File: src/rtl/dispatch_sequencer.sv
// Layer-pass transfer sequencer: weight/ifmap loads, zero padding, PE wait and ofmap
// offload, with each segment split into bursts of at most MAX_BURST beats.
module dispatch_sequencer #(
  parameter int ADDR_W    = 32,
  parameter int LEN_W     = 14,
  parameter int MAX_BURST = 256
) (
  input  logic              clk,
  input  logic              rst,
  input  logic              start,
  input  logic [ADDR_W-1:0] wght_base,
  input  logic [LEN_W-1:0]  wght_beats,
  input  logic [ADDR_W-1:0] ifmap_base,
  input  logic [LEN_W-1:0]  ifmap_beats,
  input  logic [LEN_W-1:0]  pad_beats,
  input  logic [ADDR_W-1:0] ofmap_base,
  input  logic [LEN_W-1:0]  ofmap_beats,
  output logic              cmd_valid,
  input  logic              cmd_ready,
  output logic              cmd_rnw,
  output logic [ADDR_W-1:0] cmd_addr,
  output logic [LEN_W-1:0]  cmd_len,
  input  logic              rd_valid,
  input  logic              wr_ready,
  input  logic              pe_done,
  output logic [3:0]        FSM_data,
  output logic              write_halt,
  output logic              busy,
  output logic              done
);

  typedef enum logic [3:0] {
    IDLE    = 4'd0,  WREQ   = 4'd1,  WBURST = 4'd2,  WCMPLT  = 4'd3,
    IREQ    = 4'd4,  IBURST = 4'd5,  ICMPLT = 4'd6,  ZFILL   = 4'd7,
    OREQ    = 4'd8,  OBURST = 4'd9,  OCMPLT = 4'd10, WAIT_PE = 4'd11
  } state_t;

  state_t            state;
  logic [ADDR_W-1:0] seg_addr, ifmap_base_q, ofmap_base_q, addr_next;
  logic [LEN_W-1:0]  remaining, cnt, rem_left;
  logic [LEN_W-1:0]  ifmap_beats_q, pad_beats_q, ofmap_beats_q;
  logic [ADDR_W-1:0] eff_ifmap_base, i_addr;
  logic [LEN_W-1:0]  eff_ifmap_beats, eff_pad, i_rem, z_rem;
  state_t            i_state, z_state;

  // cmd_len is derived from remaining, which only changes in xCMPLT, so it holds
  // steady through the whole request/burst of a command.
  assign cmd_len    = (remaining > LEN_W'(MAX_BURST)) ? LEN_W'(MAX_BURST) : remaining;
  assign cmd_addr   = seg_addr;
  assign cmd_valid  = (state == WREQ) || (state == IREQ) || (state == OREQ);
  assign cmd_rnw    = !((state == OREQ) || (state == OBURST) || (state == OCMPLT));
  assign write_halt = (state == OBURST) && !wr_ready;
  assign FSM_data   = state;
  assign rem_left   = remaining - cmd_len;
  assign addr_next  = seg_addr + (ADDR_W'(cmd_len) << 3);

  // Segment entry after W (or directly from IDLE): in IDLE the live inputs are used
  // because the config is being latched on that same edge.
  always_comb begin
    eff_ifmap_base  = (state == IDLE) ? ifmap_base  : ifmap_base_q;
    eff_ifmap_beats = (state == IDLE) ? ifmap_beats : ifmap_beats_q;
    eff_pad         = (state == IDLE) ? pad_beats   : pad_beats_q;
    if (eff_pad != '0) begin
      z_state = ZFILL;
      z_rem   = eff_pad;
    end else begin
      z_state = WAIT_PE;
      z_rem   = '0;
    end
    i_addr = eff_ifmap_base;
    if (eff_ifmap_beats != '0) begin
      i_state = IREQ;
      i_rem   = eff_ifmap_beats;
    end else begin
      i_state = z_state;
      i_rem   = z_rem;
    end
  end

  always_ff @(posedge clk) begin
    if (rst) begin
      state         <= IDLE;
      busy          <= 1'b0;
      done          <= 1'b0;
      seg_addr      <= '0;
      remaining     <= '0;
      cnt           <= '0;
      ifmap_base_q  <= '0;
      ofmap_base_q  <= '0;
      ifmap_beats_q <= '0;
      pad_beats_q   <= '0;
      ofmap_beats_q <= '0;
    end else begin
      done <= 1'b0;
      case (state)
        IDLE: if (start) begin
          busy          <= 1'b1;
          ifmap_base_q  <= ifmap_base;
          ifmap_beats_q <= ifmap_beats;
          pad_beats_q   <= pad_beats;
          ofmap_base_q  <= ofmap_base;
          ofmap_beats_q <= ofmap_beats;
          if (wght_beats != '0) begin
            state     <= WREQ;
            seg_addr  <= wght_base;
            remaining <= wght_beats;
          end else begin
            state     <= i_state;
            seg_addr  <= i_addr;
            remaining <= i_rem;
          end
        end
        WREQ: if (cmd_ready) begin state <= WBURST; cnt <= '0; end
        IREQ: if (cmd_ready) begin state <= IBURST; cnt <= '0; end
        OREQ: if (cmd_ready) begin state <= OBURST; cnt <= '0; end
        WBURST, IBURST: if (rd_valid) begin
          cnt <= cnt + LEN_W'(1);
          if (cnt == cmd_len - LEN_W'(1)) state <= (state == WBURST) ? WCMPLT : ICMPLT;
        end
        OBURST: if (wr_ready) begin
          cnt <= cnt + LEN_W'(1);
          if (cnt == cmd_len - LEN_W'(1)) state <= OCMPLT;
        end
        WCMPLT: begin
          remaining <= rem_left;
          seg_addr  <= addr_next;
          if (rem_left != '0) state <= WREQ;
          else begin
            state     <= i_state;
            seg_addr  <= i_addr;
            remaining <= i_rem;
          end
        end
        ICMPLT: begin
          seg_addr  <= addr_next;
          remaining <= rem_left;
          if (rem_left != '0) state <= IREQ;
          else begin
            state     <= z_state;
            remaining <= z_rem;
          end
        end
        OCMPLT: begin
          remaining <= rem_left;
          seg_addr  <= addr_next;
          if (rem_left != '0) state <= OREQ;
          else begin
            state <= IDLE;
            busy  <= 1'b0;
            done  <= 1'b1;
          end
        end
        ZFILL: begin
          if (remaining <= LEN_W'(1)) begin
            state     <= WAIT_PE;
            remaining <= '0;
          end else remaining <= remaining - LEN_W'(1);
        end
        WAIT_PE: if (pe_done) begin
          if (ofmap_beats_q != '0) begin
            state     <= OREQ;
            seg_addr  <= ofmap_base_q;
            remaining <= ofmap_beats_q;
          end else begin
            state <= IDLE;
            busy  <= 1'b0;
            done  <= 1'b1;
          end
        end
        default: state <= IDLE;
      endcase
    end
  end

endmodule
File: config.mk
export PLATFORM = sky130hd
export DESIGN_NAME = dispatch_sequencer
export DESIGN_NICKNAME = d
export VERILOG_FILES = /design/src/rtl/dispatch_sequencer.sv
export SDC_FILE = /design/constraint.sdc
export NUM_CORES = 1
export LEC_CHECK = 0
export ABC_CLOCK_PERIOD_IN_PS = 5800
export BUFFER_PORTS_ARGS = -buffer_cell sky130_fd_sc_hd__buf_2
export CAP_MARGIN = 10
export CELL_PAD_IN_SITES_DETAIL_PLACEMENT = 0
export CELL_PAD_IN_SITES_GLOBAL_PLACEMENT = 1
export CORE_MARGIN = 3
export CORE_UTILIZATION = 41
export CTS_BUF_LIST = sky130_fd_sc_hd__clkbuf_4 sky130_fd_sc_hd__clkbuf_8
export CTS_CLUSTER_DIAMETER = 40
export DETAILED_ROUTE_END_ITERATION = 8
export PLACE_DENSITY = 0.92
export SLEW_MARGIN = 10
export SYNTH_ARGS = -nofsm -noshare
export SYNTH_HDL_FRONTEND = slang
export SYNTH_SLANG_ARGS = --single-unit
File: constraint.sdc
create_clock -name clk -period 5.8 [get_ports clk]
set_input_delay 0.87 -clock clk [delete_from_list [all_inputs] [get_ports clk]]
set_output_delay 0.87 -clock clk [all_outputs]
set_load 0.005 [all_outputs]
==> flow_summary.json <==
{
  "max_slew.worst_pin.slew_ns": 0.974,
  "yosysWarningCount": 0,
  "critical_path_fanouts_max": 17,
  "initial_antenna_violation_count": 2,
  "cp_cell_sequence": "inv_1 -> ha_1 -> or4b_4 -> o21ai_0 -> nand3_1 -> nand2_1 -> ha_1 -> nor2_1 -> a211oi_1 -> o21ai_0 -> a221oi_4 -> nand4_2 -> o21ai_1 -> a32oi_1 -> a221oi_1",
  "worst_setup_path_start_kind": "flip-flop",
  "ys_dominant_reg_cell": "sky130_fd_sc_hd__dfxtp_1",
  "crit_type": "reg2reg",
  "drt_first_pass_iters": 5,
  "initial_core_util_pct": 42.3,
  "number_of_instances_resized_during_post_cts_repair": 0,
  "final_min_period_over_clock_period_pct": 88.8,
  "maximum_clock_frequency_mhz": 194,
  "clock_skew_ns": 0.0259,
  "layout.nets": 1882,
  "hold_class": "reg2reg",
  "cts_made_buffers": 17,
  "layout-drive-gt1-share_pct": 17.5,
  "final_cell_area_um2": 12800,
  "cellLeakagePower_nw": 5.35,
  "rsz0062_at_grt": "false",
  "vias_in_the_first_global_route": 11200,
  "detailedRoute.firstIterationViolations": 1199,
  "avgViaCountPerCell": 5.97,
  "required_ns": 6.17,
  "max_cap_violations": 0,
  "area_delta_synth_final_pct": 14.2,
  "finalSetupViolations": 0,
  "hold_ws_ns": 0.460,
  "arrival_ns": 5.52,
  "drtAntennaViolNets": 0,
  "dpl_cell_area_um2": 12300,
  "finalMaxSlewViolations": 0,
  "placementRows": 59,
  "detailedPlacementHpwl_um": 30000,
  "gr-usage-all-layers_pct": 27.2,
  "clk_transition_reported_paths_ns": 0.10,
  "syn-instance-count": 1566,
  "synth_enable_flop_cells": 0,
  "synth.cell_area_um2": 11200,
  "max-clock-path-buffers": 2,
  "crit_path_max_incr_delay_ns": 0.53,
  "postSynthRegisterBits": 172,
  "cts_htree_levels": 4,
  "post_cts_buffers": 0,
  "portBuffers": 208,
  "die_area_um2": 29300,
  "tns_ns": 0,
  "worstSetupEndpointType": "flip-flop",
  "slowest_stage": "sky130_fd_sc_hd__a221oi_4",
  "yosysSeqAreaShare_pct": 30.8,
  "fp.coreArea_um2": 26400,
  "grt_max_degree": 75,
  "power.density_cell_area_nw_per_um2": 435,
  "grt_first_pass_wirelength_um": 63300,
  "irDropWorstVdd_mv": 0.230,
  "overall_die_width_um": 171,
  "min_period_ns": 5.15,
  "vias": 12200,
  "drt_drc_violations_left": 0,
  "io_pins": 214,
  "clock_tree_from_tritoncts": "yes",
  "cts_root_buffer": "sky130_fd_sc_hd__clkbuf_8",
  "final_replace_weighted_congestion": 0.948,
  "kind_of_cell_with_the_highest_combined_delay_on_the_critical_path": "compound AO/OA/AOI/OAI gates",
  "status": "finished, final reports clean",
  "cts_hold_buffers": 0,
  "synth_area_per_cell_um2": 7.14,
  "worst_skew_pair.late_latency_ns": 0.48,
  "timing.slew.headroom_pct": 33.4,
  "synth_async_sr_flop_share_pct": 0,
  "ys_types": 84,
  "cts.sink_count": 172,
  "detail_route.wl_per_cell_um": 20.0,
  "vertical_die_dimension_um": 171,
  "globalRoute.totalOverflow": 0,
  "finalHoldViolations": 0,
  "finalWirelength_um": 41100,
  "cp_num_buf_inv": 1,
  "nFillCells": 2715
}
-- per-stage QoR --
stage	std cells	power, mW	worst slack, ns	utilization (%)
6_report	2052	5.56	0.648	48.3
3_3_place_gp	2019	4.59	0.876	46.7
2_1_floorplan	1575	3.71	1.57	-
3_5_place_dp	2019	4.61	0.734	46.7
4_1_cts	2051	5.51	0.731	48.3
5_1_grt	2052	5.92	0.238	48.3
-- final cells by class --
| cell class | count | area, um2 | area share [%] |
|---|---|---|---|
| inverters | 24 | 90.1 | 0.706 |
| clock inverters | 14 | 168 | 1.31 |
| clock buffers | 18 | 248 | 1.94 |
| well taps | 335 | 419 | 3.28 |
| repair buffers | 232 | 1240 | 9.68 |
| multi-input cells | 1256 | 7160 | 56.1 |
| flip-flops and latches | 172 | 3440 | 27.0 |
| diodes | 1 | 2.50 | 0.0196 |
-- kinds of logic (layout without fill, tap and decap cells) --
| logic type | Yosys count | after routing | synth area share [%] |
|---|---|---|---|
| buf+inv | 147 | 288 | 5.66 |
| simple gates | 674 | 674 | 27.1 |
| flops | 172 | 172 | 30.8 |
| compound gates | 469 | 469 | 27.2 |
| xor+xnor | 52 | 52 | 4.08 |
| mux | 29 | 29 | 2.63 |
| other cells | 2 | 12 | 0.0672 |
| fa+ha+maj | 21 | 21 | 2.40 |
-- worst register-to-register path, stage by stage (launching register included) --
cell and delay, ns:
sky130_fd_sc_hd__dfxtp_1 0.41, sky130_fd_sc_hd__inv_1 0.20, sky130_fd_sc_hd__ha_1 0.30, sky130_fd_sc_hd__or4b_4 0.50, sky130_fd_sc_hd__o21ai_0 0.31, sky130_fd_sc_hd__nand3_1 0.21
sky130_fd_sc_hd__nand2_1 0.14, sky130_fd_sc_hd__ha_1 0.42, sky130_fd_sc_hd__nor2_1 0.14, sky130_fd_sc_hd__a211oi_1 0.22, sky130_fd_sc_hd__o21ai_0 0.22, sky130_fd_sc_hd__a221oi_4 0.53
sky130_fd_sc_hd__nand4_2 0.50, sky130_fd_sc_hd__o21ai_1 0.51, sky130_fd_sc_hd__a32oi_1 0.12, sky130_fd_sc_hd__a221oi_1 0.31
-- registers in the layout, summed over array words and instances (netlist names) --
register and cells:
ofmap_beats_q 14, ifmap_base_q 32, cnt 14, pad_beats_q 14
FSM_data 4, remaining 14, done 1, ofmap_base_q 32
busy 1, cmd_addr 32, ifmap_beats_q 14
-- final timing paths --
check / end / slack (ns) / start / cells past startpoint
worst max-delay path: remaining[1] / 0.65 / remaining[1] / 15
worst min-delay path: ifmap_base_q[22] / 0.46 / ifmap_base_q[22] / 2
worst max register to register: remaining[1] / 0.65 / remaining[1] / 15
worst min register to register: ifmap_base_q[22] / 0.46 / ifmap_base_q[22] / 2
-- power breakdown --
group / leakage (nW) / internal [mW] / total (mW) / switching [mW]
clock network: 0.208 / 0.341 / 0.893 / 0.551
registers: 1.41 / 1.41 / 1.73 / 0.314
logic: 3.73 / 1.04 / 2.94 / 1.90
-- layer usage --
layer | vias to the layer above | GRT usage, % | wire [um]
met5 | - | 0 | 13
met4 | 2 | 7.77 | 1010
met3 | 69 | 4.16 | 2890
met2 | 538 | 42.6 | 18600
met1 | 5757 | 38.9 | 18500
li1 | 5883 | - | -
-- synth_stat cells (11+ instances only) --
cell	number	area share, %
sky130_fd_sc_hd__a21oi_1	201	9.0
sky130_fd_sc_hd__clkbuf_1	92	3.1
sky130_fd_sc_hd__a211oi_1	30	2.0
sky130_fd_sc_hd__nand4_1	12	0.67
sky130_fd_sc_hd__xor2_1	30	2.4
sky130_fd_sc_hd__nand2_1	359	12
sky130_fd_sc_hd__and3_1	11	0.62
sky130_fd_sc_hd__ha_1	19	2.1
sky130_fd_sc_hd__a21o_1	17	1.1
sky130_fd_sc_hd__buf_2	13	0.58
sky130_fd_sc_hd__dfxtp_1	172	31
sky130_fd_sc_hd__nand3_1	37	1.7
sky130_fd_sc_hd__a31oi_1	16	0.90
sky130_fd_sc_hd__xnor2_1	22	1.7
sky130_fd_sc_hd__a221oi_1	26	2.0
sky130_fd_sc_hd__o21ai_0	61	2.7
sky130_fd_sc_hd__mux2i_1	26	2.3
sky130_fd_sc_hd__inv_1	23	0.77
sky130_fd_sc_hd__nor2_1	115	3.9
sky130_fd_sc_hd__nor3_1	45	2.0
sky130_fd_sc_hd__nor4_1	27	1.5
sky130_fd_sc_hd__o211ai_1	17	1.1
-- cells in the final DEF (no fill, tap or decap), types with 24 or more instances in the layout --
master	count
sky130_fd_sc_hd__mux2i_1	26
sky130_fd_sc_hd__xor2_1	30
sky130_fd_sc_hd__a211oi_1	30
sky130_fd_sc_hd__a221oi_1	26
sky130_fd_sc_hd__nor3_1	45
sky130_fd_sc_hd__nor2_1	114
sky130_fd_sc_hd__dfxtp_1	172
sky130_fd_sc_hd__nand2_1	358
sky130_fd_sc_hd__buf_4	24
sky130_fd_sc_hd__buf_2	207
sky130_fd_sc_hd__nor4_1	26
sky130_fd_sc_hd__nand3_1	37
sky130_fd_sc_hd__o21ai_0	61
sky130_fd_sc_hd__a21oi_1	200
No activity file was read; power rests on OpenSTA's default activity.
